`config.mk`:
```
export PLATFORM = sky130hd
export DESIGN_NAME = vga_box_overlay
export DESIGN_NICKNAME = d
export VERILOG_FILES = /design/src/rtl/vga_box_overlay.sv
export SDC_FILE = /design/constraint.sdc
export NUM_CORES = 1
export LEC_CHECK = 0
export BUFFER_PORTS_ARGS = -buffer_cell sky130_fd_sc_hd__buf_2
export CAP_MARGIN = 30
export CORE_MARGIN = 2
export CORE_UTILIZATION = 45
export CTS_CLUSTER_SIZE = 10
export DETAILED_ROUTE_END_ITERATION = 12
export PLACE_DENSITY = 0.66
export SLEW_MARGIN = 30
export SYNTH_ARGS = -nofsm -noshare
export SYNTH_HDL_FRONTEND = slang
export SYNTH_SLANG_ARGS = --single-unit
```
`constraint.sdc`:
```
create_clock -name TD_CLK -period 3.1 [get_ports TD_CLK]
set_clock_uncertainty 0.2 [all_clocks]
set_input_delay 0.465 -clock TD_CLK [delete_from_list [all_inputs] [get_ports TD_CLK]]
set_output_delay 0.465 -clock TD_CLK [all_outputs]
set_load 0.05 [all_outputs]
```
`src/rtl/vga_box_overlay.sv`:
```
`default_nettype none
// =============================================================================
// Module      : vga_box_overlay
// Description : Two-stage VGA pixel colour stage: bouncing bordered box over
//               an optional grid, with syncs/active delayed to match.
// Revision    : 1.0 - initial release
// =============================================================================
module vga_box_overlay #(
  parameter int          H_BLANK    = 160,
  parameter int          V_BLANK    = 44,
  parameter int          H_ACT      = 640,
  parameter int          V_ACT      = 480,
  parameter int          BOX_W      = 100,
  parameter int          BOX_H      = 100,
  parameter int          BORDER     = 4,
  parameter int          STEP       = 2,
  parameter int          X0         = 270,
  parameter int          Y0         = 190,
  parameter logic [11:0] BORDER_RGB = 12'hFFF,
  parameter logic [11:0] FILL_RGB   = 12'h00F,
  parameter logic [11:0] GRID_RGB   = 12'h222
) (
  input  logic        TD_CLK,
  input  logic        reset,
  input  logic [10:0] x_cnt,
  input  logic [10:0] y_cnt,
  input  logic        hsync_in,
  input  logic        vsync_in,
  input  logic        move_en,
  input  logic        grid_en,
  output logic [3:0]  r,
  output logic [3:0]  g,
  output logic [3:0]  b,
  output logic        hsync_out,
  output logic        vsync_out,
  output logic        active_out,
  output logic        frame_tick,
  output logic [7:0]  bounce_cnt
);

  typedef enum logic [1:0] {
    IDLE   = 2'd0,
    MOVE_X = 2'd1,
    MOVE_Y = 2'd2
  } state_t;

  typedef struct packed {
    logic       hit;
    logic       up;
    logic [9:0] pos;
  } axis_t;

  localparam logic [10:0] H_LO  = 11'(H_BLANK);
  localparam logic [10:0] H_HI  = 11'(H_BLANK + H_ACT);
  localparam logic [10:0] V_LO  = 11'(V_BLANK);
  localparam logic [10:0] V_HI  = 11'(V_BLANK + V_ACT);
  localparam logic [10:0] BW    = 11'(BOX_W);
  localparam logic [10:0] BH    = 11'(BOX_H);
  localparam logic [10:0] BD    = 11'(BORDER);
  localparam logic [9:0]  X_MAX = 10'(H_ACT - BOX_W);
  localparam logic [9:0]  Y_MAX = 10'(V_ACT - BOX_H);

  // One frame step along an axis; up=1 means moving towards larger coords.
  function automatic axis_t step_axis(input logic [9:0] pos, input logic up,
                                      input logic [9:0] lim);
    axis_t res;
    res.hit = 1'b0;
    res.up  = up;
    res.pos = pos;
    if (up) begin
      if ({1'b0, pos} + 11'(STEP) >= {1'b0, lim}) begin
        res.pos = lim;
        res.up  = 1'b0;
        res.hit = 1'b1;
      end else begin
        res.pos = pos + 10'(STEP);
      end
    end else begin
      if (pos <= 10'(STEP)) begin
        res.pos = '0;
        res.up  = 1'b1;
        res.hit = 1'b1;
      end else begin
        res.pos = pos - 10'(STEP);
      end
    end
    return res;
  endfunction

  state_t      state_q, state_d;
  logic [9:0]  box_x_q, box_x_d, box_y_q, box_y_d;
  logic        dir_x_q, dir_x_d, dir_y_q, dir_y_d;
  logic [7:0]  bounce_q, bounce_d;
  logic        frame_tick_q, frame_tick_d;
  logic        act1_q, act1_d, in_box1_q, in_box1_d, in_fill1_q, in_fill1_d;
  logic        on_grid1_q, on_grid1_d, hs1_q, hs1_d, vs1_q, vs1_d;
  logic [11:0] rgb_q, rgb_d;
  logic        hs2_q, hs2_d, vs2_q, vs2_d, act2_q, act2_d;

  logic [10:0] px_w, py_w, bx_w, by_w;
  axis_t       ax_w, ay_w;

  assign px_w = {1'b0, 10'(x_cnt - H_LO)};
  assign py_w = {1'b0, 10'(y_cnt - V_LO)};
  assign bx_w = {1'b0, box_x_q};
  assign by_w = {1'b0, box_y_q};
  assign ax_w = step_axis(box_x_q, dir_x_q, X_MAX);
  assign ay_w = step_axis(box_y_q, dir_y_q, Y_MAX);

  always_comb begin
    act1_d     = (x_cnt >= H_LO) && (x_cnt < H_HI) && (y_cnt >= V_LO) && (y_cnt < V_HI);
    in_box1_d  = (px_w >= bx_w) && (px_w < bx_w + BW) &&
                 (py_w >= by_w) && (py_w < by_w + BH);
    in_fill1_d = (px_w >= bx_w + BD) && (px_w < bx_w + BW - BD) &&
                 (py_w >= by_w + BD) && (py_w < by_w + BH - BD);
    on_grid1_d = (px_w[5:0] == 6'd0) || (py_w[5:0] == 6'd0);
    hs1_d      = hsync_in;
    vs1_d      = vsync_in;

    if (!act1_q)                      rgb_d = 12'h000;
    else if (in_fill1_q)              rgb_d = FILL_RGB;
    else if (in_box1_q)               rgb_d = BORDER_RGB;
    else if (grid_en && on_grid1_q)   rgb_d = GRID_RGB;
    else                              rgb_d = 12'h000;
    hs2_d  = hs1_q;
    vs2_d  = vs1_q;
    act2_d = act1_q;

    frame_tick_d = vs1_q & ~vsync_in;

    state_d  = state_q;
    box_x_d  = box_x_q;
    box_y_d  = box_y_q;
    dir_x_d  = dir_x_q;
    dir_y_d  = dir_y_q;
    bounce_d = bounce_q;
    case (state_q)
      IDLE: begin
        if (frame_tick_q && move_en) state_d = MOVE_X;
      end
      MOVE_X: begin
        state_d  = MOVE_Y;
        box_x_d  = ax_w.pos;
        dir_x_d  = ax_w.up;
        bounce_d = bounce_q + {7'd0, ax_w.hit};
      end
      MOVE_Y: begin
        state_d  = IDLE;
        box_y_d  = ay_w.pos;
        dir_y_d  = ay_w.up;
        bounce_d = bounce_q + {7'd0, ay_w.hit};
      end
      default: state_d = IDLE;
    endcase
  end

  always_ff @(posedge TD_CLK or negedge reset) begin
    if (!reset) begin
      state_q      <= IDLE;
      box_x_q      <= 10'(X0);
      box_y_q      <= 10'(Y0);
      dir_x_q      <= 1'b1;
      dir_y_q      <= 1'b1;
      bounce_q     <= 8'd0;
      frame_tick_q <= 1'b0;
      act1_q       <= 1'b0;
      in_box1_q    <= 1'b0;
      in_fill1_q   <= 1'b0;
      on_grid1_q   <= 1'b0;
      hs1_q        <= 1'b1;
      vs1_q        <= 1'b1;
      rgb_q        <= 12'h000;
      hs2_q        <= 1'b1;
      vs2_q        <= 1'b1;
      act2_q       <= 1'b0;
    end else begin
      state_q      <= state_d;
      box_x_q      <= box_x_d;
      box_y_q      <= box_y_d;
      dir_x_q      <= dir_x_d;
      dir_y_q      <= dir_y_d;
      bounce_q     <= bounce_d;
      frame_tick_q <= frame_tick_d;
      act1_q       <= act1_d;
      in_box1_q    <= in_box1_d;
      in_fill1_q   <= in_fill1_d;
      on_grid1_q   <= on_grid1_d;
      hs1_q        <= hs1_d;
      vs1_q        <= vs1_d;
      rgb_q        <= rgb_d;
      hs2_q        <= hs2_d;
      vs2_q        <= vs2_d;
      act2_q       <= act2_d;
    end
  end

  assign r          = rgb_q[11:8];
  assign g          = rgb_q[7:4];
  assign b          = rgb_q[3:0];
  assign hsync_out  = hs2_q;
  assign vsync_out  = vs2_q;
  assign active_out = act2_q;
  assign frame_tick = frame_tick_q;
  assign bounce_cnt = bounce_q;

endmodule
`default_nettype wire

```
After elaboration in Yosys (flattened, before gate mapping)
Cells that the tools add are included.
{"block": "classes", "n_bitwise": 2, "n_lt_le_gt_ge": 16, "addsub": 16, "n_eq_ne": 3, "mux": 17, "n_reduce_logical": 16}
{"op": "12-bit two-way mux", "n": 5}
{"op": "10-bit two-way mux", "n": 5}
{"op": "10-bit by 11-bit < comparator with 1-bit output", "n": 4}
{"op": "10-bit by 2-bit adder with 11-bit output, second input constant", "n": 2}
{"op": "10-bit by 3-bit adder with 11-bit output, second input constant", "n": 2}
{"op": "10-bit by 7-bit adder with 11-bit output, second input constant", "n": 2}
{"op": "10-bit by 11-bit >= comparator with 1-bit output", "n": 2}
{"op": "11-bit by 10-bit < comparator with 1-bit output, second input constant", "n": 2}
{"op": "11-bit by 3-bit subtractor with 11-bit output, second input constant", "n": 2}
{"op": "10-bit by 2-bit adder with 10-bit output, second input constant", "n": 2}
{"op": "10-bit >= comparator", "n": 2}
{"op": "10-bit by 2-bit less-or-equal comparator with 1-bit output, second input constant", "n": 2}
{"op": "10-bit by 2-bit subtractor with 10-bit output, second input constant", "n": 2}
{"op": "8-bit by 1-bit adder with 8-bit output", "n": 2}
{"op": "8-bit case mux with 2 select lines", "n": 1}
{"op": "6-bit zero test", "n": 2}
{"op": "11-bit by 10-bit >= comparator with 1-bit output, second input constant", "n": 1}
{"op": "11-bit by 6-bit >= comparator with 1-bit output, second input constant", "n": 1}
{"op": "11-bit by 8-bit >= comparator with 1-bit output, second input constant", "n": 1}
{"op": "11-bit by 9-bit >= comparator with 1-bit output, second input constant", "n": 1}
{"op": "1-bit logical AND", "n": 11}
{"op": "2-bit two-way mux", "n": 5}
{"op": "10-bit by 6-bit subtractor with 10-bit output, second input constant", "n": 1}
{"op": "10-bit by 8-bit subtractor with 10-bit output, second input constant", "n": 1}
{"op": "other kinds (9)", "n": 9}
{"block": "totals", "register_bits": 54, "wordCells": 87, "input_bits": 28, "out_inout_bits": 24}

Logic depth before layout (Yosys ltp)
Gate-level depths: netlist of the first run.
{"block": "depth", "word_depth": 6, "depth_mapped": 14}

Worst setup path after synthesis of the first run
OpenSTA, ideal clock, no wires.
{"block": "synth_path", "path_type": "flip-flop to flip-flop", "start": "register box_x_q[2]", "end": "register in_fill1_q", "arrival_ns": 2.910, "setup_time_ns": 0.068, "required_ns": 2.832, "path_slack_ns": -0.078, "path_stages_with_launch": 13, "cell_sequence": "dfstp_2 -> ha_1 -> and2_1 -> clkbuf_1 -> o21ai_0 -> xnor2_1 -> nand3_1 -> xnor2_1 -> ha_1 -> or4_1 -> a221oi_1 -> or3_1 -> and4_1"}
{"block": "synth_via", "elab_chain_cells": 6, "word_cells_on_any_way": 8}
{"element": "start, declared", "line": "91", "rtl": "logic [9:0] box_x_q, box_x_d, box_y_q, box_y_d;"}
{"element": "start signal, assigned", "line": "160", "rtl": "box_x_q <= 10'(X0);"}
{"element": "start signal, assigned", "line": "178", "rtl": "box_x_q <= box_x_d;"}
{"element": "10-bit by 7-bit adder with 11-bit output", "line": "114", "rtl": "in_fill1_d = (px_w >= bx_w + BD) && (px_w < bx_w + BW - BD) &&"}
{"element": "11-bit by 3-bit subtractor with 11-bit output", "line": "114"}
{"element": "10-bit by 11-bit < comparator with 1-bit output", "line": "114"}
{"element": "1-bit logical AND (*) (2 in a row)", "line": "114"}
{"element": "1-bit logical AND (*)", "line": "115", "rtl": "(py_w >= by_w + BD) && (py_w < by_w + BH - BD);"}
{"element": "net in_fill1_d", "line": "95", "rtl": "logic act1_q, act1_d, in_box1_q, in_box1_d, in_fill1_q, in_fill1_d;"}
{"element": "end signal, assigned", "line": "186", "rtl": "in_fill1_q <= in_fill1_d;"}
{"element": "end, declared", "line": "95"}
Mark *: on every way through the listed nets, which the timed path passes. The rest lies on a longest branch.
A chain may end at the register's enable or synchronous reset.

Final worst setup path of the first run
Same ends and word-level chain as after synthesis.

==> results.cfg, run 1 <==
[status]
status = completed

[floorplan]
die_x_microns = 109
pin_count = 52
core_area_sq_um = 10800
initial_utilization_pct = 46.0
num_rows = 38
die_area_sq_um = 11900
dieHeight_microns = 109

[setup_path]
rr_startpoint = box_x_q[2]
critPathKind = flop to flop
endpoint_kind = flop
worstRegToRegCells = 12
r2r_end = in_fill1_q
cp.required_ps = 3160
cp-start-kind = flop
cp_max_fo = 5
worstPathArrival_ps = 3100
reg2reg_slack_ps = 60

[timing]
fin_crit_ps = 3040
rsz0062_at_grt = yes
hold_viol_final = 0
finalSetupViolCount = 0
fin_setup_tns_ps = 0
slew_headroom_pct = 50.6
clock.fmax_ghz = 0.329
slew_violations = 0
worst-slew-pin-transition_ps = 741
timing.final.crit_share_pct = 98.1
worst_slack_ps = 59.8

[flow_run]
max_cap_violations = 0

[final_layout]
finalInstanceArea_sq_um = 6120
nets = 790
area_growth_pct = 23.3
num_antenna_cells = 0
drive_gt1_share_pct = 30.8
final_cells = 821
fin_util_pct = 56.7
fillers = 954

[synthesis]
seq_area_frac_synth_pct = 22.6
synth_seq_cells = 44
yosysWarnings = 0
async_flop_share_pct = 100
synth_cell_type_count = 78
syn-instance-count = 572
syn_nets = 682
synthFlopType = dfrtp_1
synth_area_sq_um = 4960
syn_area_per_cell_sq_um = 8.68
synth-edff-count = 0

[place]
place_area_sq_um = 5800
gp_congestion = 0.900
port_buffers = 51
dp_hpwl_mm = 10.4
pre_cts_ws_ps = -96.0
dpl.cell_count = 807

[grt]
grt_pass1_wl_mm = 22.0
grt_max_degree = 45
grt-ovfl-total = 0
grt_pass1_vias = 4608
antenna_found_initial = 0
grt.total_usage_pct = 23.2

[hold_path]
hold_path_startpoint = hsync_in
hold_path_depth = 1
hold_path_class = input pin to flop
hold_end = hs1_q

[detailed_routing]
antenna_left = 0
met1_length_mm = 5.72
wl_met2_mm = 6.70
wl_per_cell_microns = 16.1
num_vias = 4649
wl_met3_microns = 498
highest_layer = met4
drtPass1Iterations = 5
drt_iter0_drc = 251
drcViolationCount = 0
drt-vias-per-instance = 5.66
wl_mm = 13.2

[power]
powerDensity_nw_per_um2 = 1020
sw_frac_of_total_pct = 47.9
pwr-share-clk_pct = 7.6
p_switching_w = 0.00300
power.share.sequential_pct = 18.4
vdd_drop_max_v = 0.000541
intPower_w = 0.00326
leakagePower_nw = 2.85
comb_power_share_pct = 74.0

[clock_network]
clockBufferDepth = 2
cts.sinks = 44
cts_root_buf = clkbuf_8
clkLatencyLatePin_ps = 310
clk_pin_slew_ps = 100
numCtsBuffers = 5
htree_levels = 2
cts_tree = done
cell usage in the layout, fill, tap and decap left out, types with 5 or more instances in the layout:
cell / instances
nor3_1: 13
and3_1: 8
o21ai_0: 20
nor2_1: 32
nand2_1: 45
nor2b_1: 8
buf_4: 80
o21a_1: 9
o22ai_1: 6
nand2b_1: 7
xor2_1: 12
clkbuf_8: 5
a31oi_1: 8
a211oi_1: 7
dfstp_2: 16
nor4_1: 5
nand4_1: 10
o211ai_1: 5
xnor2_2: 5
nand3_1: 13
inv_1: 27
xnor2_1: 38
ha_1: 76
a21oi_1: 26
dfrtp_1: 28
buf_2: 50
a21o_1: 6
stage by stage:
stage | power, W | hold WS (ps)
after global placement | 0.00533 | 147
after floorplan | 0.00406 | -30.6
after global routing | 0.00685 | 25.3
after CTS | 0.00602 | 36.8
after detailed placement | 0.00548 | 153
final | 0.00626 | 37.8
cells by family (layout without fill, tap and decap cells):
family / count (synthesis) / in the layout / share of synthesized area, %
buffers and inverters: 63 / 172 / 5.95
adders and majority gates: 82 / 82 / 20.7
AOI/OAI and AO/OA: 145 / 145 / 20.9
DFF: 44 / 44 / 22.6
and+or+nand+nor: 177 / 177 / 18.9
muxes: 6 / 6 / 1.31
xor gates and xnor gates: 55 / 55 / 9.71
registers in the layout, summed over array words and instances (netlist names), 2 cells and up:
signal      cells
box_x_q         9
box_y_q         9
bounce_cnt      8
rgb_q           4
state_q         2
layout make-up:
cell class / instances / area (sq um) / area share (%)
Timing Repair Buffer: 131 / 861 / 14.1
Clock buffer: 5 / 68.8 / 1.12
Sequential cell: 44 / 1120 / 18.3
Clock inverter: 3 / 46.3 / 0.757
Tap cell: 140 / 175 / 2.86
Multi-Input combinational cell: 465 / 3720 / 60.8
Inverter: 33 / 125 / 2.05
how the worst max path moves through the flow:
stage	startpoint	to	slack [ps]	depth (start not counted)
2_1_floorplan	box_x_q[3]	in_fill1_q	1	13
3_3_place_gp	y_cnt[2]	in_box1_q	-60	12
3_5_place_dp	y_cnt[3]	in_box1_q	-100	12
4_1_cts	box_x_q[2]	bounce_cnt[1]	-20	11
5_1_grt	box_x_q[2]	in_fill1_q	-70	11
6_report	box_x_q[2]	in_fill1_q	60	12
synthesized netlist by cell type (11+ instances only):
| cell | number | area, sq um |
|---|---|---|
| a21oi_1 | 26 | 130 |
| and3_1 | 12 | 75.1 |
| buf_4 | 11 | 82.6 |
| dfrtp_1 | 28 | 701 |
| dfstp_2 | 16 | 420 |
| ha_1 | 82 | 1030 |
| inv_1 | 29 | 109 |
| nand2_1 | 45 | 169 |
| nand3_1 | 15 | 75.1 |
| nor2_1 | 33 | 124 |
| nor3_1 | 13 | 65.1 |
| o21ai_0 | 23 | 115 |
| xnor2_1 | 43 | 377 |
| xor2_1 | 12 | 105 |
what timing repair did:
action,CTS,global route
setup buffers,0,5
hold buffers,1,0
setup endpoints to repair,3,9
resized for setup,4,29
hold endpoints to repair,28,0
pin swaps,1,14
power by group through the flow:
stage	combinational (W)	clock, W	sequential (W)
finish	0.00463	0.000477	0.00115
global route	0.00515	0.000513	0.00119
detailed placement	0.00433	0	0.00114
floorplan	0.00295	0	0.00111
global placement	0.00420	0	0.00114
CTS	0.00440	0.000485	0.00114
critical path: stages (launching register included):
cell and delay [ps]:
dfstp_2 620, inv_2 80, ha_4 250, inv_2 50
and3_4 170, and3_4 190, nand3_2 80, xnor2_1 140
ha_2 180, or4_4 510, a221oi_2 190, or3_1 140
and4_1 170
per-layer routing:
metal,track usage [%],vias up
li1,-,2305
met3,2.99,28
met2,41.5,107
met4,6.32,0
met1,29.2,2209
met5,0,-
Note: power is estimated with default switching activity, not from simulation.
==> run 2: changes to the inputs <==
==> config.mk (replaced) <==
export PLATFORM = sky130hd
export DESIGN_NAME = vga_box_overlay
export DESIGN_NICKNAME = d
export VERILOG_FILES = /design/src/rtl/vga_box_overlay.sv
export SDC_FILE = /design/constraint.sdc
export NUM_CORES = 1
export LEC_CHECK = 0
export CAP_MARGIN = 30
export CELL_PAD_IN_SITES_DETAIL_PLACEMENT = 1
export CELL_PAD_IN_SITES_GLOBAL_PLACEMENT = 2
export CORE_ASPECT_RATIO = 1.1
export CORE_MARGIN = 2
export CORE_UTILIZATION = 36
export CTS_CLUSTER_SIZE = 10
export DETAILED_ROUTE_END_ITERATION = 12
export DONT_BUFFER_PORTS = 1
export PLACE_DENSITY_LB_ADDON = 0.1
export SLEW_MARGIN = 30
export SYNTH_ARGS = -nofsm -noshare
export SYNTH_HDL_FRONTEND = slang
export SYNTH_SLANG_ARGS = --single-unit
==> run 2 against run 1 <==
Register-to-register slack worse by 20 ps. Final cell count is 1.6% higher. Combinational power is 5.0% higher. Hold slack lost 12 ps. Clock power is 38% higher. Count of clock-buffer cells in the layout up 1. Critical path type unchanged. Non-clock buffer count is 35 lower. Total power is 8.3% higher. Die area up 24%.
==> results.cfg, run 2 (synthesis gave the netlist of run 1 again) <==
[status]
status = completed

[place]
gp_congestion = 0.912
port_buffers = 0
pre_cts_ws_ps = -44.8
dp_hpwl_mm = 12.3

[final_layout]
seq_area_sq_um = 1120
drive_gt1_share_pct = 27.9
multi_input_area_sq_um = 3770
num_antenna_cells = 0
nets = 755
mostFrequentLayoutCells = 87 x buf_4, 73 x ha_1, 44 x nand2_1
area_growth_pct = 25.2
fillers = 1653
final_common_cell = buf_4

[timing]
finalSetupViolCount = 0
fin_crit_ps = 3060
slew_violations = 0
clock.fmax_ghz = 0.327
holdWs_ps = 25.7
worst_slack_ps = 43.1
slew_headroom_pct = 40.7
hold_viol_final = 0
timing.final.crit_share_pct = 98.6
rsz0062_at_grt = yes
worst-slew-pin-transition_ps = 889

[power]
leakagePower_nw = 2.74
vdd_drop_max_v = 0.000418
powerDensity_nw_per_um2 = 1090

[setup_path]
cp_common_cell = xnor2_1
crit_slowest_cell = dfstp_2
rr_startpoint = box_x_q[2]
endpoint_kind = flop
cp-start-kind = flop
max_stage_delay_ps = 630
path_cells = ha_4 -> xnor2_1 -> and3_1 -> and3_4 -> nand3_2 -> xnor2_1 -> ha_2 -> or4_4 -> a221oi_2 -> or3_1 -> and4_1
reg2reg_slack_ps = 40
worstPathArrival_ps = 3090
r2r_end = in_fill1_q
cp.required_ps = 3140
cp_max_fo = 6
critPathKind = flop to flop
worstRegToRegCells = 11

[detailed_routing]
wl_per_cell_microns = 18.7
drt_iter0_drc = 126
drt-vias-per-instance = 5.47
drtPass1Iterations = 4
drcViolationCount = 0
num_vias = 4559
antenna_left = 0
wl_mm = 15.6

[grt]
grt-ovfl-total = 0
grt_max_degree = 45
antenna_found_initial = 0
grt_pass1_vias = 4904
grt_pass1_wl_mm = 25.3
grt.total_usage_pct = 21.8

[hold_path]
hold_end = frame_tick
hold_path_startpoint = vsync_in
hold_path_class = input pin to flop
hold_path_depth = 1

[floorplan]
initial_utilization_pct = 36.4
num_rows = 45
die_area_sq_um = 14700
pin_count = 52
die_x_microns = 116
core_area_sq_um = 13600
dieHeight_microns = 127

[clock_network]
numCtsBuffers = 5
clk_pin_slew_ps = 70
clkLatencyLatePin_ps = 300
clockBufferDepth = 2
htree_levels = 2
cts_tree = done
cts_root_buf = clkbuf_16
cts.sinks = 44

[flow_run]
max_cap_violations = 0
-- run 2: worst max-delay path, delay by kind of cell (launching register included) --
family	cells	cell delay, ps
AOI/OAI and AO/OA	1	180
xor gates and xnor gates	2	310
adders and majority gates	2	390
DFF	1	630
and+or+nand+nor	6	1290
-- run 2: worst max path at each step --
stage	start	end	slack (ps)	depth (start not counted)
finish	box_x_q[2]	in_fill1_q	40	11
detailed placement	box_x_q[2]	in_fill1_q	-40	12
CTS	box_x_q[2]	bounce_cnt[1]	4	11
global route	box_x_q[2]	in_fill1_q	-80	12
global placement	box_x_q[2]	in_fill1_q	30	12
floorplan	box_x_q[3]	in_fill1_q	1	13
-- run 2: layout make-up --
class	count	area share, %
clock inverters	2	0.624
flip-flops and latches	44	18.1
multi-input cells	465	60.6
well taps	188	3.79
inverters	33	2.01
repair buffers	96	12.6
clock buffers	6	2.24
-- run 2: report_power, final --
part,switching [W],total (W),internal (W),leakage [nW]
Combinational,0.00252,0.00486,0.00234,2.13
Sequential,0.000450,0.00127,0.000819,0.526
Clock,0.000254,0.000658,0.000405,0.0871
Total,0.00322,0.00678,0.00356,2.74
-- run 2: per-stage QoR --
stage	power (W)	instance area, sq um	setup TNS (ps)	instances	util, %
final	0.00678	6210	0	834	45.6
after global routing	0.00745	6210	-97.3	834	45.6
after CTS	0.00654	5950	0	824	43.7
after detailed placement	0.00577	5680	-47.5	811	41.7
after global placement	0.00557	5680	0	811	41.7
after floorplan	0.00406	4990	0	572	-
-- run 2: repair_timing --
action                                 4_1_cts  5_1_grt
setup endpoints to repair                    3       10
pin swaps                                    2       21
setup buffers                                1       10
hold buffers                                 4        0
endpoints found under the hold margin       46        0
resized for setup                            4       43
-- run 2: metal layers --
metal	vias to the layer above	share of wire (%)	track usage (%)
met1	2262	41	25.5
met5	-	0	0
met4	0	2.5	8.05
li1	2233	-	-
met3	23	1.6	3.08
met2	41	55	40.0
==> run 3: changes to the inputs <==
--- a/config.mk
+++ b/config.mk
@@ -5,16 +5,16 @@
 export SDC_FILE = /design/constraint.sdc
 export NUM_CORES = 1
 export LEC_CHECK = 0
+export BUFFER_PORTS_ARGS = -buffer_cell sky130_fd_sc_hd__buf_2
 export CAP_MARGIN = 30
 export CELL_PAD_IN_SITES_DETAIL_PLACEMENT = 1
 export CELL_PAD_IN_SITES_GLOBAL_PLACEMENT = 2
 export CORE_ASPECT_RATIO = 1.1
 export CORE_MARGIN = 2
-export CORE_UTILIZATION = 36
-export CTS_CLUSTER_SIZE = 10
+export CORE_UTILIZATION = 34
 export DETAILED_ROUTE_END_ITERATION = 12
-export DONT_BUFFER_PORTS = 1
 export PLACE_DENSITY_LB_ADDON = 0.1
+export REMOVE_ABC_BUFFERS = 1
 export SLEW_MARGIN = 30
 export SYNTH_ARGS = -nofsm -noshare
 export SYNTH_HDL_FRONTEND = slang
==> run 3 against run 2 <==
Die area increased by 5.7%. Core utilization decreased by 0.36 points. Final cell count increased by 7.2%. Hold slack improved by 45 ps. Largest power group unchanged. Highest routed layer unchanged.
==> results.cfg, run 3 (synthesis gave the netlist of run 1 again) <==
[status]
status = completed

[detailed_routing]
drt_iter0_drc = 150
drt-vias-per-instance = 5.34
drtPass1Iterations = 4
drcViolationCount = 0
num_vias = 4770
wl_per_cell_microns = 18.0
wl_mm = 16.1
antenna_left = 0

[clock_network]
clkLatencyLatePin_ps = 290
cts_tree = done
cts_root_buf = clkbuf_16
clockBufferDepth = 2
numCtsBuffers = 5
htree_levels = 2
cts.sinks = 44
clk_pin_slew_ps = 70

[final_layout]
mostFrequentLayoutCells = 99 x buf_4, 75 x ha_1, 51 x buf_2
area_growth_pct = 30.6
drive_gt1_share_pct = 34.6
seq_area_sq_um = 1120
nets = 811
fin_util_pct = 45.2
final_common_cell = buf_4
multi_input_area_sq_um = 3790
fillers = 1678
num_antenna_cells = 0

[grt]
grt_pass1_wl_mm = 25.8
antenna_found_initial = 0
grt_pass1_vias = 5111
grt_max_degree = 26
grt-ovfl-total = 0
grt.total_usage_pct = 20.7

[flow_run]
max_cap_violations = 0

[timing]
worst-slew-pin-transition_ps = 803
slew_headroom_pct = 46.5
fin_crit_ps = 3050
timing.final.crit_share_pct = 98.3
worst_slack_ps = 54.1
hold_viol_final = 0
rsz0062_at_grt = yes
slew_violations = 0
clock.fmax_ghz = 0.328
finalSetupViolCount = 0

[setup_path]
critPathKind = flop to flop
endpoint_kind = flop
worstPathArrival_ps = 3080
cp-start-kind = flop
cp.required_ps = 3130
cp_max_fo = 5

[power]
vdd_drop_max_v = 0.000445
leakagePower_nw = 2.99
finalPower_w = 0.00696
powerDensity_nw_per_um2 = 1070

[place]
gp_congestion = 0.877
pre_cts_ws_ps = -53.7
dp_hpwl_mm = 12.7
port_buffers = 51

[floorplan]
die_x_microns = 119
core_area_sq_um = 14300
pin_count = 52
initial_utilization_pct = 34.6
num_rows = 46
die_area_sq_um = 15600
dieHeight_microns = 131

[hold_path]
hold_path_class = input pin to flop
==> run 3: changes by cell type in the layout (fill, tap and decap cells not counted), moves of 4 or more <==
cell | previous run | this run
buf_4 | 87 | 99
buf_2 | 0 | 51
xnor2_2 | 3 | 7
xnor2_1 | 40 | 36
==> run 3: worst paths after layout <==
| path | start | to | slack [ps] | depth (start not counted) |
|---|---|---|---|---|
| max | box_x_q[2] | in_fill1_q | 50 | 11 |
| min | hsync_in | hs1_q | 70 | 1 |
| max reg2reg | box_x_q[2] | in_fill1_q | 50 | 11 |
| min reg2reg | hs1_q | hsync_out | 160 | 0 |
| max in group asynchronous | reset | vsync_out | 1430 | 3 |
| min in group asynchronous | reset | bounce_cnt[7] | 470 | 2 |
==> run 3: per-layer routing <==
metal | GRT usage, % | vias to the layer above | part of all wire [%]
li1 | - | 2344 | -
met3 | 2.26 | 33 | 1.9
met5 | 0 | - | 0
met2 | 41.1 | 59 | 54
met1 | 23.5 | 2334 | 41
met4 | 5.32 | 0 | 3.1
==> run 3: timing repair <==
action,4_1_cts,5_1_grt
gates resized for setup,4,50
hold buffers,1,0
setup buffers,0,7
setup endpoints to repair,2,9
endpoints found under the hold margin,11,0
pin swaps,1,19
gates cloned,0,0
==> run 3: report_power, final <==
part | internal [W] | switching [W] | leakage [nW]
combinational | 0.00241 | 0.00269 | 2.37
sequential | 0.000823 | 0.000329 | 0.527
clock | 0.000463 | 0.000240 | 0.0911
==> run 3: cell type report <==
class                      instances  area share (%)
multi-input combinational        465            58.4
sequential                        44            17.3
timing repair buffer             152            15.7
tap                              192            3.71
clock buffer                       6            1.99
inverter                          33            1.91
clock inverter                     2           0.926
==> run 3: worst max-delay path, cell delays in order, from the launching register on <==
cell and delay (ps):
dfstp_2 620, buf_4 150, nand3_2 130, xnor2_2 250, and3_4 240, nand3_4 80
xnor2_2 150, ha_2 190, or4_4 500, a221oi_2 160, or3_1 130, and4_1 160
==> run 3: per-stage QoR <==
| stage | cell area (sq um) | TNS, ps | hold WS, ps | cells |
|---|---|---|---|---|
| after floorplan | 4790 | -26.7 | -30.6 | 542 |
| after global placement | 5980 | 0 | 146 | 878 |
| after detailed placement | 5980 | -53.7 | 148 | 878 |
| after CTS | 6210 | 0 | 64.8 | 887 |
| after global routing | 6480 | -223 | 54.5 | 894 |
| final | 6480 | 0 | 71.1 | 894 |
